File: src/rtl/ntt_stream_seq.sv
// ntt_stream_seq: command sequencer streaming source memory into an NTT core, plus result capture.
// Define NTT_SEQ_CAPTURE_EN to build the reduced, de-interleaved capture path.
`timescale 1ns/1ps
`default_nettype none

module ntt_stream_seq #(
  parameter int unsigned DW = 32,
  parameter int unsigned AW = 12,
  parameter int unsigned LW = 12
) (
  input  logic          clk,
  input  logic          reset,
  input  logic          cmd_valid,
  output logic          cmd_ready,
  input  logic [4:0]    cmd_op,
  input  logic [LW-1:0] cmd_len,
  input  logic [AW-1:0] cmd_base,
  input  logic [LW-1:0] cmd_wait,
  input  logic          cmd_drain,
  output logic          mem_re,
  output logic [AW-1:0] mem_addr,
  input  logic [DW-1:0] mem_rdata,
  output logic [4:0]    op_code,
  output logic          din_valid,
  output logic [DW-1:0] din0,
  input  logic [DW-1:0] dout0,
  input  logic          core_done,
  input  logic [DW-1:0] q,
  input  logic [LW-1:0] cap_n,
  output logic          cap_valid,
  output logic [LW-1:0] cap_idx,
  output logic [DW-1:0] cap_data,
  output logic          cap_busy,
  output logic          busy
);

  typedef enum logic [2:0] {
    S_IDLE   = 3'd0,
    S_OPC    = 3'd1,
    S_STREAM = 3'd2,
    S_TAIL   = 3'd3,
    S_WAIT   = 3'd4
  } state_t;

  state_t        state_q, state_d;
  logic [4:0]    op_q;
  logic [LW-1:0] len_q, wait_q, cnt_q, cnt_d;
  logic [AW-1:0] addr_q, addr_d;
  logic          drain_q;
  logic          w_accept;

  assign w_accept = cmd_valid & cmd_ready;
  assign busy     = (state_q != S_IDLE);

  always_ff @(posedge clk or negedge reset) begin
    if (!reset) begin
      state_q <= S_IDLE;
      op_q    <= '0;
      len_q   <= '0;
      wait_q  <= '0;
      drain_q <= 1'b0;
      cnt_q   <= '0;
      addr_q  <= '0;
    end else begin
      state_q <= state_d;
      cnt_q   <= cnt_d;
      if (w_accept) begin
        op_q    <= cmd_op;
        len_q   <= cmd_len;
        wait_q  <= cmd_wait;
        drain_q <= cmd_drain;
        addr_q  <= cmd_base;
      end else begin
        addr_q  <= addr_d;
      end
    end
  end

  // addr_q tracks the word being presented; the read for the next word is issued one cycle ahead.
  always_comb begin
    state_d   = state_q;
    cnt_d     = cnt_q;
    addr_d    = addr_q;
    cmd_ready = 1'b0;
    op_code   = '0;
    din_valid = 1'b0;
    din0      = '0;
    mem_re    = 1'b0;
    mem_addr  = '0;
    case (state_q)
      S_IDLE: begin
        cmd_ready = 1'b1;
        if (cmd_valid) state_d = S_OPC;
      end
      S_OPC: begin
        op_code   = op_q;
        din_valid = drain_q;
        cnt_d     = '0;
        if ((len_q != '0) && !drain_q) begin
          mem_re   = 1'b1;
          mem_addr = addr_q;
        end
        state_d = (len_q != '0) ? S_STREAM : S_TAIL;
      end
      S_STREAM: begin
        din_valid = 1'b1;
        din0      = drain_q ? '0 : mem_rdata;
        addr_d    = addr_q + AW'(1);
        cnt_d     = cnt_q + LW'(1);
        if (!drain_q && (cnt_q != len_q - LW'(1))) begin
          mem_re   = 1'b1;
          mem_addr = addr_q + AW'(1);
        end
        if (cnt_q == len_q - LW'(1)) state_d = S_TAIL;
      end
      S_TAIL: begin
        cnt_d   = '0;
        state_d = (wait_q != '0) ? S_WAIT : S_IDLE;
      end
      S_WAIT: begin
        cnt_d = cnt_q + LW'(1);
        if (cnt_q == wait_q - LW'(1)) state_d = S_IDLE;
      end
      default: state_d = S_IDLE;
    endcase
  end

`ifdef NTT_SEQ_CAPTURE_EN
  logic          done_q, armed_q, cap_act_q;
  logic [LW-1:0] cap_m_q, cap_n_q;
  logic          w_rise;

  // armed_q masks the first cycle after reset so a level held through release is not an edge.
  assign w_rise = core_done & ~done_q & armed_q;

  always_ff @(posedge clk or negedge reset) begin
    if (!reset) begin
      done_q    <= 1'b0;
      armed_q   <= 1'b0;
      cap_act_q <= 1'b0;
      cap_m_q   <= '0;
      cap_n_q   <= '0;
    end else begin
      done_q  <= core_done;
      armed_q <= 1'b1;
      if (cap_act_q) begin
        cap_m_q <= cap_m_q + LW'(1);
        if (cap_m_q == cap_n_q - LW'(1)) cap_act_q <= 1'b0;
      end else if (w_rise && (cap_n != '0)) begin
        cap_act_q <= 1'b1;
        cap_m_q   <= '0;
        cap_n_q   <= cap_n;
      end
    end
  end

  always_comb begin
    cap_valid = cap_act_q;
    cap_busy  = cap_act_q;
    cap_idx   = '0;
    cap_data  = '0;
    if (cap_act_q) begin
      cap_idx  = cap_m_q[0] ? ((cap_m_q >> 1) + (cap_n_q >> 1)) : (cap_m_q >> 1);
      cap_data = (dout0 >= q) ? (dout0 - q) : dout0;
    end
  end
`else
  logic unused_cap;

  assign unused_cap = ^{q, cap_n, dout0, core_done};
  assign cap_valid  = 1'b0;
  assign cap_busy   = 1'b0;
  assign cap_idx    = '0;
  assign cap_data   = '0;
`endif

endmodule

`default_nettype wire

File: config.mk
export PLATFORM = sky130hd
export DESIGN_NAME = ntt_stream_seq
export DESIGN_NICKNAME = d
export VERILOG_FILES = /design/src/rtl/ntt_stream_seq.sv
export SDC_FILE = /design/constraint.sdc
export NUM_CORES = 1
export LEC_CHECK = 0
export ABC_CLOCK_PERIOD_IN_PS = 3290
export CELL_PAD_IN_SITES_DETAIL_PLACEMENT = 0
export CELL_PAD_IN_SITES_GLOBAL_PLACEMENT = 1
export CORE_MARGIN = 5
export CORE_UTILIZATION = 25
export CTS_BUF_LIST = sky130_fd_sc_hd__clkbuf_4 sky130_fd_sc_hd__clkbuf_8
export DETAILED_ROUTE_END_ITERATION = 7
export GPL_ROUTABILITY_DRIVEN = 0
export PLACE_DENSITY_LB_ADDON = 0.1
export SLEW_MARGIN = 20
export SYNTH_ARGS = -nofsm -noshare
export SYNTH_HDL_FRONTEND = slang
export SYNTH_SLANG_ARGS = --single-unit
File: constraint.sdc
create_clock -name clk -period 3.29 [get_ports clk]
set_input_delay 0.329 -clock clk [delete_from_list [all_inputs] [get_ports clk]]
set_output_delay 0.329 -clock clk [all_outputs]
set_load 0.02 [all_outputs]
==> impl_metrics.yaml, run 1 <==
run_status:
  status: "complete, but fails checks"
  violations: "setup timing"
timing:
  timing.fmax_mhz: 282
  finalHoldViolations: 0
  period_share: 1.08
  worst_pin_slew_ns: 0.645
  finalSetupViolations: 12
  rsz0062_at_grt: "true"
  worst_slack_ns: -0.252
  finalCriticalPeriod_ns: 3.54
  slew-limit-headroom: 0.567
  drv_slew: 0
  fin_worst_skew_ns: 0.0150
  fin_setup_tns_ns: -2.65
finish:
  num-fill-cells: 1735
  drive_above_1_share: 0.198
  final_cell_mix: "115 x clkdlybuf4s50_1, 57 x dfrtp_1, 46 x conb_1, 42 x and2_1, 39 x buf_4"
  fin_cells: 863
  mostFrequentLayoutCell: "clkdlybuf4s50_1"
  fin_util: 0.371
  diodes: 0
  nNetsFinal: 797
  syn_to_final_growth_pct: 45.0
setup_path:
  crit_buf_inv: 4
  cp.arrival_ns: 3.21
  endpoint: "mem_addr[3]"
  regToRegSetupSlack_ns: 0.80
  crit_fanout: 5
  critPathLaunchType: "register"
  critPathKind: "register to primary output"
  crit_family: "simple AND/OR/NAND/NOR gates"
  critPathSlowestCell: "or4b_4"
  cp_cell_sequence: "inv_2, ha_4, or4b_4, or3_4, a2111oi_4, o21ai_2, nor4_4, buf_4, nor2_4, buf_12, a221o_2, buf_6"
  crit-reg2reg-launch: "len_q[1]"
  cpPeakStageDelay_ns: 0.46
  reg2reg_depth: 11
  r2r-end: "state_q[0]"
  crit_start: "len_q[1]"
  critPathRequiredTime_ns: 2.96
  cp-end-kind: "primary output"
  cp.depth: 12
logic_synthesis:
  synth_area_sq_um: 4280
  synth-simple-area-share: 0.243
  yosysSeqAreaShare: 0.334
  yosys_warnings: 0
  ys_ff_latch: 57
  ys_types: 55
  synth_mux_area_frac: 0.0708
  synthAdderAreaFrac: 0.0146
  synth_edf_count: 0
  synth_compound_area_frac: 0.140
  yosys_most_used_dff: "dfrtp_1"
  synth_cells: 487
  async_flop_share: 1.00
  synth_xor_area_frac: 0.0717
  syn_area_per_cell_sq_um: 8.78
  synth_top_family_by_area: "simple AND/OR/NAND/NOR gates"
floorplan:
  initial_core_util: 0.256
  core-area_sq_um: 16700
  ios: 253
  dieArea_sq_um: 19800
  die_y_microns: 141
  fp.dieW_microns: 141
  floorplan.rows: 47
clock_network:
  clockBufferDepth: 2
  h-tree-depth: 3
  path_clk_slew_ns: 0.07
  clkLatencyLatePin_ns: 0.36
  root_buffer: "clkbuf_8"
  cts-buffers-inserted: 9
  cts_tree: "yes"
  clock-sinks: 57
grt:
  overflow: 0
  grt_pass1_wl_microns: 22000
  grt_max_degree: 39
  grt_usage: 0.141
  antenna_found_initial: 0
  first_global_vias: 4088
pwr:
  power_frac_clock: 0.134
  p_seq_frac: 0.272
  p_sw_frac: 0.432
  p_leak_nw: 2.57
  p_comb_frac: 0.594
  internal_power_mw: 2.84
  ir_drop_mv: 0.277
  power_switching_mw: 2.16
  powerDensity_nw_per_um2: 806
flow_run:
  maxCapViolCount: 0
route:
  drt_wl_total_microns: 13800
  drt_iter0_markers: 135
  wire_per_inst_microns: 16.0
  drc: 0
  viasPerCell: 4.54
  dr_total_vias: 3917
  drt-pass1-iter-count: 5
  detail-route-antenna-nets: 0
hold_path:
  hold_path.class: "primary input to asynchronous set/reset pin"
placed_design:
  placed_cells: 841
  dp_hpwl_microns: 10800
  io_buffers: 129
## logic make-up (layout without fill, tap and decap cells)
| family | Yosys count | count (layout) |
|---|---|---|
| adder cells (fa/ha/maj) | 5 | 5 |
| AO/OA/AOI/OAI | 80 | 80 |
| buffers and inverters | 92 | 203 |
| flip-flops | 57 | 57 |
| other | 1 | 46 |
| XOR/XNOR | 35 | 35 |
| multiplexers | 27 | 27 |
| AND/OR/NAND/NOR | 190 | 190 |
## cells in the mapped netlist (2+ instances only)
| cell | count | area share |
|---|---|---|
| a21oi_1 | 2 | 0.0023 |
| a221o_1 | 18 | 0.042 |
| a221o_2 | 2 | 0.0053 |
| a22oi_1 | 2 | 0.0035 |
| a31oi_1 | 3 | 0.0044 |
| and2_1 | 43 | 0.063 |
| and3_1 | 8 | 0.012 |
| buf_2 | 2 | 0.0023 |
| buf_4 | 46 | 0.081 |
| buf_6 | 2 | 0.0053 |
| clkbuf_1 | 27 | 0.024 |
| dfrtp_1 | 57 | 0.33 |
| ha_1 | 5 | 0.015 |
| inv_1 | 14 | 0.012 |
| mux2_2 | 26 | 0.068 |
| nand2_1 | 25 | 0.022 |
| nand2b_1 | 6 | 0.0088 |
| nand3_1 | 26 | 0.030 |
| nand4_1 | 6 | 0.0088 |
| nor2_1 | 30 | 0.026 |
| nor2b_1 | 2 | 0.0029 |
| nor3_1 | 18 | 0.021 |
| nor3b_1 | 3 | 0.0053 |
| nor4_1 | 7 | 0.010 |
| nor4b_1 | 3 | 0.0061 |
| o211ai_1 | 2 | 0.0035 |
| o21ai_0 | 33 | 0.039 |
| o22ai_1 | 2 | 0.0029 |
| o31ai_1 | 4 | 0.0070 |
| or2_2 | 3 | 0.0044 |
| or3_1 | 2 | 0.0029 |
| or4_1 | 2 | 0.0035 |
| xnor2_1 | 20 | 0.041 |
| xor2_1 | 15 | 0.031 |
## area by class of cell
type,count,area (sq um),area share
Sequential cell,57,1430,0.230
Inverter,14,52.6,0.00847
Tap cell,220,275,0.0444
Clock buffer,11,139,0.0224
Clock inverter,5,56.3,0.00908
Timing Repair Buffer,173,1670,0.270
Multi-Input combinational cell,383,2580,0.416
## timing repair
item                                   in CTS  in global routing
gates resized for setup                    90                  6
setup buffers                               4                  2
cloned                                      0                  1
endpoints found under the hold margin      21                  0
hold buffers                                1                  0
setup endpoints to repair                  13                 13
pin swaps                                   7                 13
## per-stage QoR
step	hold WS (ns)	power [mW]	worst slack, ns	cell area (sq um)
detailed placement	0.339	4.21	-0.483	5830
finish	0.489	5.00	-0.252	6200
global placement	0.340	4.19	-0.448	5830
floorplan	0.0334	3.17	0.00738	4460
global route	0.526	5.41	-0.382	6200
CTS	0.495	5.02	-0.357	6140
## state kept, by name, summed over array words and instances (netlist names)
name     count
drain_q      1
op_q         5
state_q      3
len_q       12
cnt_q       12
wait_q      12
addr_q      12
## per-layer routing
| layer | vias to the layer above | track usage | wire length [microns] |
|---|---|---|---|
| li1 | 1921 | - | - |
| met1 | 1856 | 0.152 | 5340 |
| met2 | 127 | 0.251 | 7070 |
| met3 | 13 | 0.0576 | 1190 |
| met4 | 0 | 0.0474 | 195 |
| met5 | - | 0 | 0 |
## how the worst min path moves through the flow
| stage | endpoint | cells past startpoint |
|---|---|---|
| after detailed placement | wait_q[9] | 1 |
| after CTS | cnt_q[1] | 2 |
| after global placement | wait_q[9] | 1 |
| after global routing | op_q[2] | 1 |
| final | addr_q[9] | 2 |
| after floorplan | addr_q[0] | 0 |
## power by group through the flow
stage                     logic, mW  registers (mW)  clock network [mW]
after floorplan                1.94            1.23                   0
after global placement         2.82            1.37                   0
after detailed placement       2.84            1.37                   0
after CTS                      2.96            1.37               0.700
after global routing           3.26            1.43               0.726
final                          2.97            1.36               0.671
(Power assumes the default switching activity.)
==> inputs of run 2 (changes only) <==
Settings changed: HOLD_SLACK_MARGIN from default to 0.1.
==> results of run 2 <==
Same layout as run 1: the final DEF is identical, and so are final timing and power.
==> inputs of run 3 (changes only) <==
Settings changed: ABC_CLOCK_PERIOD_IN_PS 3290 to default.
==> results of run 3 <==
Same layout as run 1: the final DEF is identical, and so are final timing and power.
